--- src/rtl/iob_fifo_sync_asym_thr.sv ---
// Single-clock FIFO with asymmetric write/read widths, programmable
// almost-full/almost-empty thresholds and sticky overflow/underflow flags.
module iob_fifo_sync_asym_thr #(
   parameter int W_DATA_W = 8,
   parameter int R_DATA_W = 32,
   parameter int ADDR_W   = 4
) (
   input  logic                clk_i,
   input  logic                arst_n_i,
   input  logic                cke_i,
   input  logic                rst_i,
   input  logic                w_en_i,
   input  logic [W_DATA_W-1:0] w_data_i,
   input  logic                r_en_i,
   output logic [R_DATA_W-1:0] r_data_o,
   output logic                empty_o,
   output logic                full_o,
   output logic [ADDR_W:0]     level_o,
   input  logic [ADDR_W:0]     af_thr_i,
   input  logic [ADDR_W:0]     ae_thr_i,
   output logic                almost_full_o,
   output logic                almost_empty_o,
   output logic                w_ovf_o,
   output logic                r_udf_o,
   input  logic                err_clr_i
);

   localparam int MAXDATA_W = (W_DATA_W > R_DATA_W) ? W_DATA_W : R_DATA_W;
   localparam int MINDATA_W = (W_DATA_W > R_DATA_W) ? R_DATA_W : W_DATA_W;
   localparam int R         = MAXDATA_W / MINDATA_W;
   localparam int R_LOG     = $clog2(R);
   localparam int FIFO_SIZE = 2 ** ADDR_W;
   localparam int W_INCR    = (W_DATA_W > R_DATA_W) ? R : 1;
   localparam int R_INCR    = (R_DATA_W > W_DATA_W) ? R : 1;
   localparam int ROW_W     = (ADDR_W > R_LOG) ? ADDR_W - R_LOG : 1;
   localparam int ROWS      = 2 ** ROW_W;
   localparam int LVL_W     = ADDR_W + 1;

   localparam logic [LVL_W-1:0] WR_LIMIT = LVL_W'(FIFO_SIZE - W_INCR);
   localparam logic [LVL_W-1:0] RD_LIMIT = LVL_W'(R_INCR);
   localparam logic [LVL_W-1:0] W_STEP   = LVL_W'(W_INCR);
   localparam logic [LVL_W-1:0] R_STEP   = LVL_W'(R_INCR);

   logic [LVL_W-1:0]    level_q, level_d;
   logic [LVL_W-1:0]    wPtr_q, wPtr_d;
   logic [LVL_W-1:0]    rPtr_q, rPtr_d;
   logic [R_DATA_W-1:0] rData_q, rData_d;
   logic                wOvf_q, wOvf_d;
   logic                rUdf_q, rUdf_d;

   logic                wAcc, rAcc, memWe;
   logic [LVL_W-1:0]    wAdd, rSub;
   logic [ROW_W-1:0]    wRow, rRow;
   logic [R_DATA_W-1:0] readWord;

   logic [MAXDATA_W-1:0] mem_q [ROWS];

   // Both sides are judged against the registered level, so a read cannot
   // free room for a same-cycle write and a write cannot feed a same-cycle read.
   always_comb begin
      wAcc  = w_en_i & cke_i & (level_q <= WR_LIMIT);
      rAcc  = r_en_i & cke_i & (level_q >= RD_LIMIT);
      memWe = wAcc & ~rst_i;
      wAdd  = wAcc ? W_STEP : '0;
      rSub  = rAcc ? R_STEP : '0;
   end

   always_comb begin
      level_d = level_q;
      wPtr_d  = wPtr_q;
      rPtr_d  = rPtr_q;
      rData_d = rData_q;
      wOvf_d  = wOvf_q;
      rUdf_d  = rUdf_q;
      if (rst_i) begin
         level_d = '0;
         wPtr_d  = '0;
         rPtr_d  = '0;
         rData_d = '0;
         wOvf_d  = 1'b0;
         rUdf_d  = 1'b0;
      end else if (cke_i) begin
         level_d = level_q + wAdd - rSub;
         if (wAcc) wPtr_d = wPtr_q + W_STEP;
         if (rAcc) begin
            rPtr_d  = rPtr_q + R_STEP;
            rData_d = readWord;
         end
         // A fresh error in the clearing cycle keeps its flag set.
         wOvf_d = (w_en_i & ~wAcc) | (wOvf_q & ~err_clr_i);
         rUdf_d = (r_en_i & ~rAcc) | (rUdf_q & ~err_clr_i);
      end
   end

   always_ff @(posedge clk_i or negedge arst_n_i) begin
      if (!arst_n_i) begin
         level_q <= '0;
         wPtr_q  <= '0;
         rPtr_q  <= '0;
         rData_q <= '0;
         wOvf_q  <= 1'b0;
         rUdf_q  <= 1'b0;
      end else begin
         level_q <= level_d;
         wPtr_q  <= wPtr_d;
         rPtr_q  <= rPtr_d;
         rData_q <= rData_d;
         wOvf_q  <= wOvf_d;
         rUdf_q  <= rUdf_d;
      end
   end

   // Row index is the pointer above the lane bits; with a single row it is 0.
   if (ADDR_W > R_LOG) begin : gRowIdx
      assign wRow = wPtr_q[ADDR_W-1:R_LOG];
      assign rRow = rPtr_q[ADDR_W-1:R_LOG];
   end else begin : gRowZero
      assign wRow = '0;
      assign rRow = '0;
   end

   if (W_DATA_W < R_DATA_W) begin : gNarrowWrite
      logic [R_LOG-1:0] wLane;
      assign wLane = wPtr_q[R_LOG-1:0];
      always_ff @(posedge clk_i) begin
         if (memWe) begin
            for (int l = 0; l < R; l++) begin
               if (wLane == R_LOG'(l)) mem_q[wRow][l*MINDATA_W +: MINDATA_W] <= w_data_i;
            end
         end
      end
   end else begin : gWideWrite
      always_ff @(posedge clk_i) begin
         if (memWe) mem_q[wRow] <= w_data_i;
      end
   end

   if (R_DATA_W < W_DATA_W) begin : gNarrowRead
      logic [R_LOG-1:0]     rLane;
      logic [MAXDATA_W-1:0] rowWord;
      assign rLane   = rPtr_q[R_LOG-1:0];
      assign rowWord = mem_q[rRow];
      always_comb begin
         readWord = '0;
         for (int l = 0; l < R; l++) begin
            if (rLane == R_LOG'(l)) readWord = rowWord[l*MINDATA_W +: MINDATA_W];
         end
      end
   end else begin : gWideRead
      assign readWord = mem_q[rRow];
   end

   assign r_data_o       = rData_q;
   assign level_o        = level_q;
   assign full_o         = level_q > WR_LIMIT;
   assign empty_o        = level_q < RD_LIMIT;
   assign almost_full_o  = level_q >= af_thr_i;
   assign almost_empty_o = level_q <= ae_thr_i;
   assign w_ovf_o        = wOvf_q;
   assign r_udf_o        = rUdf_q;

endmodule

--- config.mk ---
export PLATFORM = sky130hd
export DESIGN_NAME = iob_fifo_sync_asym_thr
export DESIGN_NICKNAME = d
export VERILOG_FILES = /design/src/rtl/iob_fifo_sync_asym_thr.sv
export SDC_FILE = /design/constraint.sdc
export NUM_CORES = 1
export LEC_CHECK = 0
export ABC_AREA = 1
export BUFFER_PORTS_ARGS = -buffer_cell sky130_fd_sc_hd__buf_2
export CORE_UTILIZATION = 30
export CTS_CLUSTER_DIAMETER = 80
export DETAILED_ROUTE_END_ITERATION = 10
export MAX_ROUTING_LAYER = met4
export PLACE_DENSITY_LB_ADDON = 0.3
export RECOVER_POWER = 50
export SLEW_MARGIN = 0
export SYNTH_ARGS = -nofsm -noshare
export SYNTH_HDL_FRONTEND = slang
export SYNTH_SLANG_ARGS = --single-unit
--- constraint.sdc ---
create_clock -name clk_i -period 2.45 [get_ports clk_i]
set_input_delay 0.3675 -clock clk_i [delete_from_list [all_inputs] [get_ports clk_i]]
set_output_delay 0.3675 -clock clk_i [all_outputs]
set_load 0.05 [all_outputs]
# After elaboration in Yosys (flattened, before gate mapping)
# Memories as Yosys holds them, arrays and structs flattened.
# Cells that the tools add are included.
op_classes:
  bitwise_logic: 15
  magnitude_cmp: 6
  n_eq_ne: 3
  n_reduce_logical: 6
  n_addsub: 4
  n_mux: 29
op_table:
  columns: ["cell", "count"]
  rows:
  - ["2-to-1 mux 32 bit", 3]
  - ["2-to-1 mux 5 bit", 8]
  - ["2-to-1 mux 1 bit", 17]
  - ["AND 1 bit", 9]
  - ["nonzero test 2 bit", 3]
  - ["adder 5 x 1 -> 5 bit", 1]
  - ["adder 5 x 1 -> 5 bit, second input constant", 1]
  - ["adder 5 x 3 -> 5 bit, second input constant", 1]
  - ["greater-or-equal comparator 5 x 3 -> 1 bit, second input constant", 1]
  - ["greater-or-equal comparator 5 bit", 1]
  - ["greater-than comparator 5 x 4 -> 1 bit, second input constant", 1]
  - ["<= comparator 5 x 4 -> 1 bit, second input constant", 1]
  - ["<= comparator 5 bit", 1]
  - ["less-than comparator 5 x 3 -> 1 bit, second input constant", 1]
  - ["subtractor 5 x 3 -> 5 bit", 1]
  - ["equality test 2 bit, second input constant", 2]
  - ["inverter 1 bit", 4]
  - ["AND reduction 2 bit", 2]
  - ["2-to-1 mux 3 bit", 1]
  - ["equality test 2 x 1 -> 1 bit, second input constant", 1]
  - ["logical NOT 2 bit", 1]
  - ["OR 1 bit", 2]
totals:
  wordCells: 70
  mem_bits_rw: 128
  reg_bits: 49
  out_inout_bits: 43
  mem_count: 1
mem_list:
  columns: ["name", "words", "word_bits", "read_ports", "rd_clocked_by_memory_dff", "wr", "line_no", "text"]
  rows:
  - ["mem_q", 4, 32, 1, 0, 1, "56", "logic [MAXDATA_W-1:0] mem_q [ROWS];"]

# Longest topological paths before layout
# Gate-level depths: netlist (run 1).
depth:
  word_depth: 7
  mapped_depth: 13

# Worst setup path before layout (run 1)
# OpenSTA, ideal clock, no wires.
synth_path:
  kind: "register to register"
  from: "register level_q[4], in the netlist level_o[4]"
  to: "memory mem_q[3][10] in the netlist's numbering (enable)"
  stages_incl_launch_ff: 7
  required_time_ns: 2.067
  setup_ns: 0.383
  period_less_slack_ns: 2.548
  setup_slack_ns: -0.098
  n_path_buf: 1
  t_arrival_ns: 2.164
  path_cell_list: "dfrtp_1 inv_1 ha_1 nand3_1 nand4_4 buf_2 nor3_1"
synth_via:
  elab_chain_cells: 5
synth_rtl:
  columns: ["item", "line_no", "text"]
  rows:
  - ["start: declaration", "44", "logic [LVL_W-1:0] level_q, level_d;"]
  - ["start signal: assignment", "104", "level_q <= level_d;"]
  - ["<= comparator 5 x 4 -> 1 bit", "61", "wAcc = w_en_i & cke_i & (level_q <= WR_LIMIT);"]
  - ["AND 1 bit", "61", null]
  - ["AND 1 bit", "63", "memWe = wAcc & ~rst_i;"]
  - ["2-to-1 mux 1 bit", "126", "if (memWe) begin"]
  - ["2-to-1 mux 1 bit (not written as such)", "128", "if (wLane == R_LOG'(l)) mem_q[wRow][l*MINDATA_W +: MINDATA_W] <= w_data_i;"]
  - ["end: declaration", "56", null]
# Every way passes these cells.

# Final worst setup path (run 1)
layout_path:
  from: "register level_q[2], in the netlist level_o[2]"
  to: "output almost_empty_o"
layout_via:
  elab_chain_cells: 1
layout_rtl:
  columns: ["item", "line_no", "text"]
  rows:
  - ["<= comparator 5 bit", "158", "assign almost_empty_o = level_q <= ae_thr_i;"]
  - ["end: declaration", "22", "output logic almost_empty_o,"]
# Every way passes these cells.

==> results of run 1 <==
layout make-up:
type / instances / share of cell area, %
clock inverter: 14 / 1.902
inverter: 75 / 3.170
timing repair buffer: 92 / 5.776
clock buffer: 18 / 4.945
sequential: 173 / 55.97
multi-input combinational: 409 / 23.67
tap: 324 / 4.565
worst register-to-register path: cells and delay by family (launching register included):
family / cells / cell delay, ns
AND/OR/NAND/NOR: 4 / 0.35
buffers and inverters: 1 / 0.15
adder cells (fa/ha/maj): 3 / 0.89
flip-flops: 1 / 0.43
AO/OA/AOI/OAI: 2 / 0.21
placed cells by master, fill, tap and decap left out, types with 3 or more instances in the layout:
cell,n
nor3_1,17
buf_4,21
o211ai_1,32
nand3_1,12
o22ai_1,4
clkbuf_1,28
inv_2,4
inv_1,70
bufinv_16,3
buf_2,40
clkinv_2,4
a21oi_1,6
nand4_1,3
nand2_1,63
edfxtp_1,128
o21ai_0,58
clkbuf_16,17
dfrtp_1,44
o21ai_1,13
clkinv_4,4
ha_1,23
nor2_1,156
nor2_2,14
power breakdown:
| group | switching (W) | total, W | internal [W] |
|---|---|---|---|
| Sequential | 0.0000862 | 0.00335 | 0.00326 |
| Clock | 0.00113 | 0.00277 | 0.00163 |
| Combinational | 0.000915 | 0.00123 | 0.000318 |
flip-flops by register name (all words and copies together) (netlist names):
name	cells
r_data_o	32
w_ovf_o	1
mem_q	128
rPtr_q	2
level_o	5
wPtr_q	4
r_udf_o	1
per-stage QoR:
step	instances	total power (W)	TNS (ns)	util (%)	setup WS, ns
after detailed placement	1072	0.004671	0	33.74	0.3179
after floorplan	690	0.004362	-7.813	-	-0.09767
after global routing	1105	0.007681	0	36.09	0.07416
after global placement	1072	0.004664	0	33.74	0.3593
final	1105	0.007344	0	36.09	0.1934
after CTS	1105	0.007431	0	36.25	0.1965
cells by family (layout without fill, tap and decap cells):
logic type	after synthesis	after routing	synth area share, %
AND/OR/NAND/NOR	268	268	14.79
flip-flops	173	173	65.42
AO/OA/AOI/OAI	116	116	8.860
buffers and inverters	108	199	6.917
adder cells (fa/ha/maj)	23	23	3.788
XOR/XNOR	2	2	0.2306
how the worst max path moves through the flow:
stage | from | endpoint | slack [ns]
after global placement | level_o[3] | level_o[4] | 0.36
after detailed placement | level_o[4] | level_o[4] | 0.32
after floorplan | level_o[4] | mem_q[3][10] | -0.1
after global routing | arst_n_i | r_data_o[24] | 0.07
final | level_o[2] | almost_empty_o | 0.19
after CTS | level_o[2] | almost_empty_o | 0.20
layer usage:
| layer | up-vias | wire (um) |
|---|---|---|
| met2 | 64 | 8006 |
| met4 | 0 | 140 |
| li1 | 2497 | - |
| met1 | 2352 | 7646 |
| met5 | - | 0 |
| met3 | 15 | 522 |
timing repair:
| action | CTS | global route |
|---|---|---|
| hold endpoints to repair | 21 | 0 |
| hold buffers | 1 | 0 |
| setup buffers | 0 | 0 |
| resized for setup | 0 | 0 |
==> tab_implementation.tex, run 1 <==
\begin{tabular}{lr}
\hline
Metric & Value \\
\hline
\multicolumn{2}{l}{\textbf{STA}} \\
Final-report max-slew violation count & 0 \\
RSZ-0062 raised after global routing & no \\
Final hold violations & 0 \\
Worst slew margin relative to its limit & 14.96\% \\
Minimum period implied by the final worst setup slack & around 2.3 ns \\
Worst clock skew & between 0.007 and 0.008 ns \\
Slew @ Worst Pin & 1.276 ns \\
Final number of setup-violating endpoints & 0 \\
Final worst-path cycle share & $\sim$90\% \\
Hold WS & 0.2257 ns \\
Highest clock frequency the design can meet & 443.1 MHz \\
\multicolumn{2}{l}{\textbf{Logic synthesis}} \\
Number of flops mapped to enable cells by yosys & 128 \\
Post-synth top area share & between 50\% and 60\% \\
Cell area after technology mapping & 7597 sq um \\
Synth area leaders & edfxtp\_1, dfrtp\_1, nor2\_1 \\
Cell count after synthesis & between 600 and 700 \\
Leading cell type by number of instances after synthesis & nor2\_1 \\
Most used standard cells in the synthesized netlist & nor2\_1, edfxtp\_1, inv\_1, nand2\_1, o21ai\_0 \\
Number of flip-flops and latches in the synthesized netlist & between 150 and 200 \\
Sequential share of the synthesized area & 65.42\% \\
Leading area contributor after synthesis & edfxtp\_1 \\
Count of synthesis-stage warnings from yosys & 0 \\
Per-instance average area after synthesis & 11.01 sq um \\
Prevailing post-synth register cell & edfxtp\_1 \\
Unique cell type count in the Yosys netlist & 31 \\
Nets in the synthesized netlist & around 740 \\
FFs w/ async S/R, synth & 26.01\% \\
\multicolumn{2}{l}{\textbf{Drt}} \\
Number of design-rule violations left by the first detailed-router iteration & just over 300 \\
Drt total wl & 16,320 um \\
Final routed DRC violation total & 0 \\
Routed length per placed instance & roughly 15 um \\
Vias post-DR & $\sim$4,900 \\
Number of vias per cell after detailed routing & roughly 4.5 \\
Post-DRT Antenna Nets & 0 \\
Detailed-routing iteration count for the pre-antenna-repair pass & 4 \\
\multicolumn{2}{l}{\textbf{Worst setup path}} \\
Critical Path RT & between 2 and 2.5 ns \\
Dominant delay contributor by cell family on the critical path & flip-flops \\
Slowest CP cell & dfrtp\_1 \\
Crit Path Class & flop to output pin \\
Cell breakdown of the critical path & ha\_1, a21oi\_1, o21ai\_0, o22ai\_1, buf\_2 \\
Capture instance of the worst register-to-register path & level\_o[4] \\
Arrival time reported for the critical path endpoint & between 1.5 and 2 ns \\
Kind of capture point of the worst setup path & output pin \\
Crit start category & flop \\
Critical Path Stages & 5 \\
Number of buffers and inverters on the critical path & 1 \\
Worst flop-to-flop path startpoint & level\_o[4] \\
Longest individual stage delay on the worst path & approximately 0.47 ns \\
Reg2Reg Depth & 10 \\
Setup slack of the worst register-to-register path & between 0.3 and 0.4 ns \\
Peak fanout along the critical path & 5 \\
\multicolumn{2}{l}{\textbf{GRT}} \\
Total routing resource utilization after global routing & between 10 and 15\% \\
Grt total ovfl & 0 \\
Fraction of met3 tracks used by global routing & 3.005\% \\
Most congested layer reported by global routing & met2 \\
Global-route track usage on met1 & between 10\% and 20\% \\
Largest net degree at the start of global routing & between 60 and 70 \\
Global-route wire length before repair & roughly 26,000 um \\
Number of antenna violations at the first check in global routing & 0 \\
Number of global-route vias before repair & about 5,000 \\
Met2 track utilization from global routing & between 20\% and 30\% \\
\multicolumn{2}{l}{\textbf{Finish}} \\
Area growth syn-to-layout & 16.90\% \\
Footprint of the multi-input gates & about 2100 sq um \\
Area occupied by registers & 4971 sq um \\
Fraction of layout instances using a drive strength above 1 & between 10 and 15\% \\
Ant diodes & 0 \\
Final std cell area, no fill & around 8900 sq um \\
Net count of the finished layout & roughly 820 \\
Number of fillers in the final layout & between 2,000 and 2,500 \\
\multicolumn{2}{l}{\textbf{CTS}} \\
TritonCTS clock tree & built \\
Clock buffer depth & 2 \\
TritonCTS Sinks & $\sim$170 \\
Clock root buffer master & clkbuf\_16 \\
Number of H-tree levels & 4 \\
Clock transition time at the flip-flop clock pins of the worst setup and hold paths & 0.07 ns \\
Worst-Skew Late Latency & 0.43 ns \\
Inserted Clock Buffers & 17 \\
\multicolumn{2}{l}{\textbf{Run status}} \\
Result of the run & finished clean \\
\multicolumn{2}{l}{\textbf{Pwr}} \\
Worst VDD drop & 0.4161 mV \\
P per Cell Area & just over 800 nW/um\^{}2 \\
Static leakage & 3.639 nW \\
\multicolumn{2}{l}{\textbf{Floorplan}} \\
Std-Cell Core Area & roughly 25,000 sq um \\
I/O pin count & 68 \\
Die area & $\sim$26,000 sq um \\
Number of placement rows & 57 \\
Chip height & between 150 and 200 um \\
Die Width & between 150 and 200 um \\
Initial core utilization & $\sim$31\% \\
\multicolumn{2}{l}{\textbf{Hold path}} \\
Hold endpoint & r\_udf\_o \\
Class of the most critical hold timing path & input pin to flop \\
Hold Crit Depth & 3 \\
Launch instance of the worst min-delay path & err\_clr\_i \\
\multicolumn{2}{l}{\textbf{Place}} \\
Count of buffers inserted at the top-level ports & 67 \\
Final GP Congestion & roughly 0.81 \\
Post-detail-place hpwl & approximately 10000 um \\
Placed Instance Area & 8300 sq um \\
\multicolumn{2}{l}{\textbf{Flow run}} \\
Max-cap check violation count & 0 \\
\hline
\end{tabular}
Note: power is estimated with default switching activity, not from simulation.
==> run 2: changes to the inputs <==
--- a/config.mk
+++ b/config.mk
@@ -5,9 +5,8 @@
 export SDC_FILE = /design/constraint.sdc
 export NUM_CORES = 1
 export LEC_CHECK = 0
-export ABC_AREA = 1
 export BUFFER_PORTS_ARGS = -buffer_cell sky130_fd_sc_hd__buf_2
-export CORE_UTILIZATION = 30
+export CORE_UTILIZATION = 53
 export CTS_CLUSTER_DIAMETER = 80
 export DETAILED_ROUTE_END_ITERATION = 10
 export MAX_ROUTING_LAYER = met4
==> run 2 against run 1 <==
Against the previous run: first-iteration DRC count down 31%; die area down 48%; critical path type unchanged; largest cell class unchanged; highest routed layer unchanged; sequential power down 2%; via count down 26%.
==> tab_implementation.tex, run 2 <==
\begin{tabular}{lr}
\hline
Metric & Value \\
\hline
\multicolumn{2}{l}{\textbf{Logic synthesis}} \\
Cell area after technology mapping & 6908 sq um \\
Simple-gate portion of the synthesized area & approximately 3.5\% \\
FFs w/ async S/R, synth & a little over a quarter \\
Post-synth top area share & 55.64\% \\
Synth area leaders & edfxtp\_1, dfrtp\_1, mux4\_2 \\
Leading cell type by number of instances after synthesis & edfxtp\_1 \\
Xor/xnor share of the synthesized area & less than 1\% \\
Number of flip-flops and latches in the synthesized netlist & $\sim$170 \\
Sequential share of the synthesized area & a little over 70\% \\
Mux cell area share after synthesis & 10.89\% \\
Cell count after synthesis & about 380 \\
Synth Area in Compound Gates & 6.539\% \\
Adder and majority cell fraction of the synthesized area & 4.166\% \\
Count of synthesis-stage warnings from yosys & 0 \\
Combinational family with the most area after synthesis & multiplexers \\
Leading area contributor after synthesis & edfxtp\_1 \\
Unique cell type count in the Yosys netlist & 33 \\
Per-instance average area after synthesis & 18.13 sq um \\
Most used standard cells in the synthesized netlist & edfxtp\_1, dfrtp\_1, a22o\_1, mux4\_2, ha\_1 \\
Nets in the synthesized netlist & approximately 430 \\
Number of flops mapped to enable cells by yosys & approximately 130 \\
Prevailing post-synth register cell & edfxtp\_1 \\
\multicolumn{2}{l}{\textbf{Pwr}} \\
P per Cell Area & about 840 nW/um\^{}2 \\
Static leakage & 3.190 nW \\
Worst VDD drop & $\sim$0.43 mV \\
\multicolumn{2}{l}{\textbf{Floorplan}} \\
Std-Cell Core Area & 12,670 sq um \\
Die area & $\sim$13,000 sq um \\
Number of placement rows & 41 \\
Chip height & around 120 um \\
I/O pin count & a little under 70 \\
Die Width & about 120 um \\
Initial core utilization & 54.52\% \\
\multicolumn{2}{l}{\textbf{Drt}} \\
Final routed DRC violation total & 0 \\
Drt total wl & about 13,000 um \\
Routed length per placed instance & roughly 20 um \\
Number of vias per cell after detailed routing & roughly 5.6 \\
Detailed-routing iteration count for the pre-antenna-repair pass & 4 \\
Post-DRT Antenna Nets & 0 \\
Vias post-DR & about 3,700 \\
Number of design-rule violations left by the first detailed-router iteration & 212 \\
\multicolumn{2}{l}{\textbf{STA}} \\
Final hold violations & 0 \\
Final-report max-slew violation count & 0 \\
Hold WS & between 0.2 and 0.3 ns \\
Minimum period implied by the final worst setup slack & roughly 2.3 ns \\
PnR worst setup slack & around 0.10 ns \\
Setup TNS Final & 0 ns \\
Final number of setup-violating endpoints & 0 \\
RSZ-0062 raised after global routing & yes \\
Slew @ Worst Pin & about 1.3 ns \\
Highest clock frequency the design can meet & between 400 and 500 MHz \\
Worst clock skew & 0.004582 ns \\
Worst slew margin relative to its limit & 14.15\% \\
Final worst-path cycle share & a little over nine tenths \\
\multicolumn{2}{l}{\textbf{Worst setup path}} \\
Peak fanout along the critical path & 5 \\
Number of buffers and inverters on the critical path & 3 \\
Crit start category & flop \\
Longest individual stage delay on the worst path & a little over 0.4 ns \\
Cell breakdown of the critical path & inv\_1, ha\_1, and4b\_1, a21o\_1, buf\_4, buf\_2 \\
Kind of capture point of the worst setup path & output pin \\
Critical Path RT & 2.08 ns \\
Crit Path Class & flop to output pin \\
Slowest CP cell & dfrtp\_2 \\
Arrival time reported for the critical path endpoint & approximately 2.0 ns \\
Dominant delay contributor by cell family on the critical path & buffers and inverters \\
\multicolumn{2}{l}{\textbf{Finish}} \\
Number of flip-flops in the largest register & 128 \\
Most common cell after layout, fill and taps aside & edfxtp\_1 \\
Highest-count cells in the layout ignoring fill and taps & edfxtp\_1, buf\_2, dfrtp\_1 \\
Net count of the finished layout & 523 \\
Final Non-Filler Cells & 660 \\
Register ranked first by flip-flop count & mem\_q \\
Ant diodes & 0 \\
Fraction of layout instances using a drive strength above 1 & roughly a third \\
Area growth syn-to-layout & 20.65\% \\
\multicolumn{2}{l}{\textbf{Place}} \\
Count of buffers inserted at the top-level ports & between 60 and 70 \\
Number of cells in the design after placement & 626 \\
Final GP Congestion & $\sim$0.84 \\
Post-detail-place hpwl & between 8000 and 9000 um \\
Post-Place Setup Slack & -0.07170 ns \\
\multicolumn{2}{l}{\textbf{GRT}} \\
Global-route wire length before repair & around 21,000 um \\
Largest net degree at the start of global routing & 33 \\
Grt total ovfl & 0 \\
Number of global-route vias before repair & 3,917 \\
Total routing resource utilization after global routing & between 20\% and 30\% \\
Number of antenna violations at the first check in global routing & 0 \\
\multicolumn{2}{l}{\textbf{CTS}} \\
Worst-Skew Late Latency & $\sim$0.42 ns \\
TritonCTS Sinks & around 170 \\
Clock root buffer master & clkbuf\_16 \\
Number of H-tree levels & 4 \\
TritonCTS clock tree & built \\
Clock transition time at the flip-flop clock pins of the worst setup and hold paths & approximately 0.06 ns \\
Inserted Clock Buffers & 17 \\
Clock buffer depth & 2 \\
\multicolumn{2}{l}{\textbf{Hold path}} \\
Class of the most critical hold timing path & input pin to flop \\
\multicolumn{2}{l}{\textbf{Run status}} \\
Result of the run & finished clean \\
\multicolumn{2}{l}{\textbf{Flow run}} \\
Max-cap check violation count & 0 \\
\hline
\end{tabular}
-- run 2: cell types whose count changed after synthesis, moves of 13 or more --
cell,previous run,this run
a22o_1,0,32
inv_1,70,18
mux4_2,0,32
nand2_1,63,11
nor2_1,156,22
nor2_2,14,0
nor3_1,17,4
o211ai_1,32,1
o21ai_0,57,3
o21ai_1,14,0
-- run 2: what timing repair did --
| item | CTS | global route |
|---|---|---|
| hold buffers | 1 | 0 |
| pin swaps | 0 | 2 |
| buffers inserted | 0 | 1 |
| resized for setup | 3 | 7 |
| endpoints found under the hold margin | 21 | 0 |
| setup endpoints to repair | 2 | 4 |
-- run 2: layer usage --
metal | vias to the layer above | global-route usage (%) | wire, um
met4 | 0 | 11.03 | 335
met2 | 103 | 36.23 | 6723
met5 | - | - | 0
met1 | 1850 | 26.88 | 5516
li1 | 1690 | - | -
met3 | 26 | 4.567 | 519
-- run 2: cell type report --
cell class | instances | area [sq um]
Inverter | 18 | 67.56
Clock inverter | 11 | 140.1
Timing Repair Buffer | 95 | 549.3
Multi-Input combinational cell | 170 | 1916
Clock buffer | 21 | 470.5
Fill cell | 876 | 4337
Tap cell | 172 | 215.2
Sequential cell | 173 | 4976
-- run 2: kinds of logic after synthesis --
logic type | after synthesis
adders and majority gates | 23
buffers and inverters | 38
DFF | 173
AOI/OAI and AO/OA | 55
muxes | 35
xor gates and xnor gates | 6
and+or+nand+nor | 51
-- run 2: final timing paths --
path                                end  slack, ns  cells past startpoint    startpoint
max                              full_o       0.10                      6    level_o[4]
min reg2reg                r_data_o[27]       0.50                      1  r_data_o[27]
max in group asynchronous   r_data_o[9]       0.44                      3      arst_n_i
min in group asynchronous  r_data_o[25]       0.77                      2      arst_n_i
min                             w_ovf_o       0.25                      3        w_en_i
max reg2reg                  level_o[4]       0.13                     10    level_o[3]
-- run 2: worst min-delay path, cell delays in order --
cell and delay, ns:
buf_2 0.09, a32oi_1 0.08, nor2_1 0.09
-- run 2: report_power, final --
| group | internal, W | switching [W] |
|---|---|---|
| Sequential | 0.00322 | 0.0000548 |
| Combinational | 0.000340 | 0.000635 |
| Clock | 0.00168 | 0.00105 |
| Total | 0.00524 | 0.00174 |
-- run 2: through the flow --
step / util, % / power [W] / cell area, sq um
2_1_floorplan: - / 0.004009 / 6990
3_3_place_gp: 60.55 / 0.004255 / 7672
3_5_place_dp: 60.55 / 0.004281 / 7672
4_1_cts: 65.60 / 0.006987 / 8312
5_1_grt: 65.77 / 0.007207 / 8334
6_report: 65.77 / 0.006975 / 8334
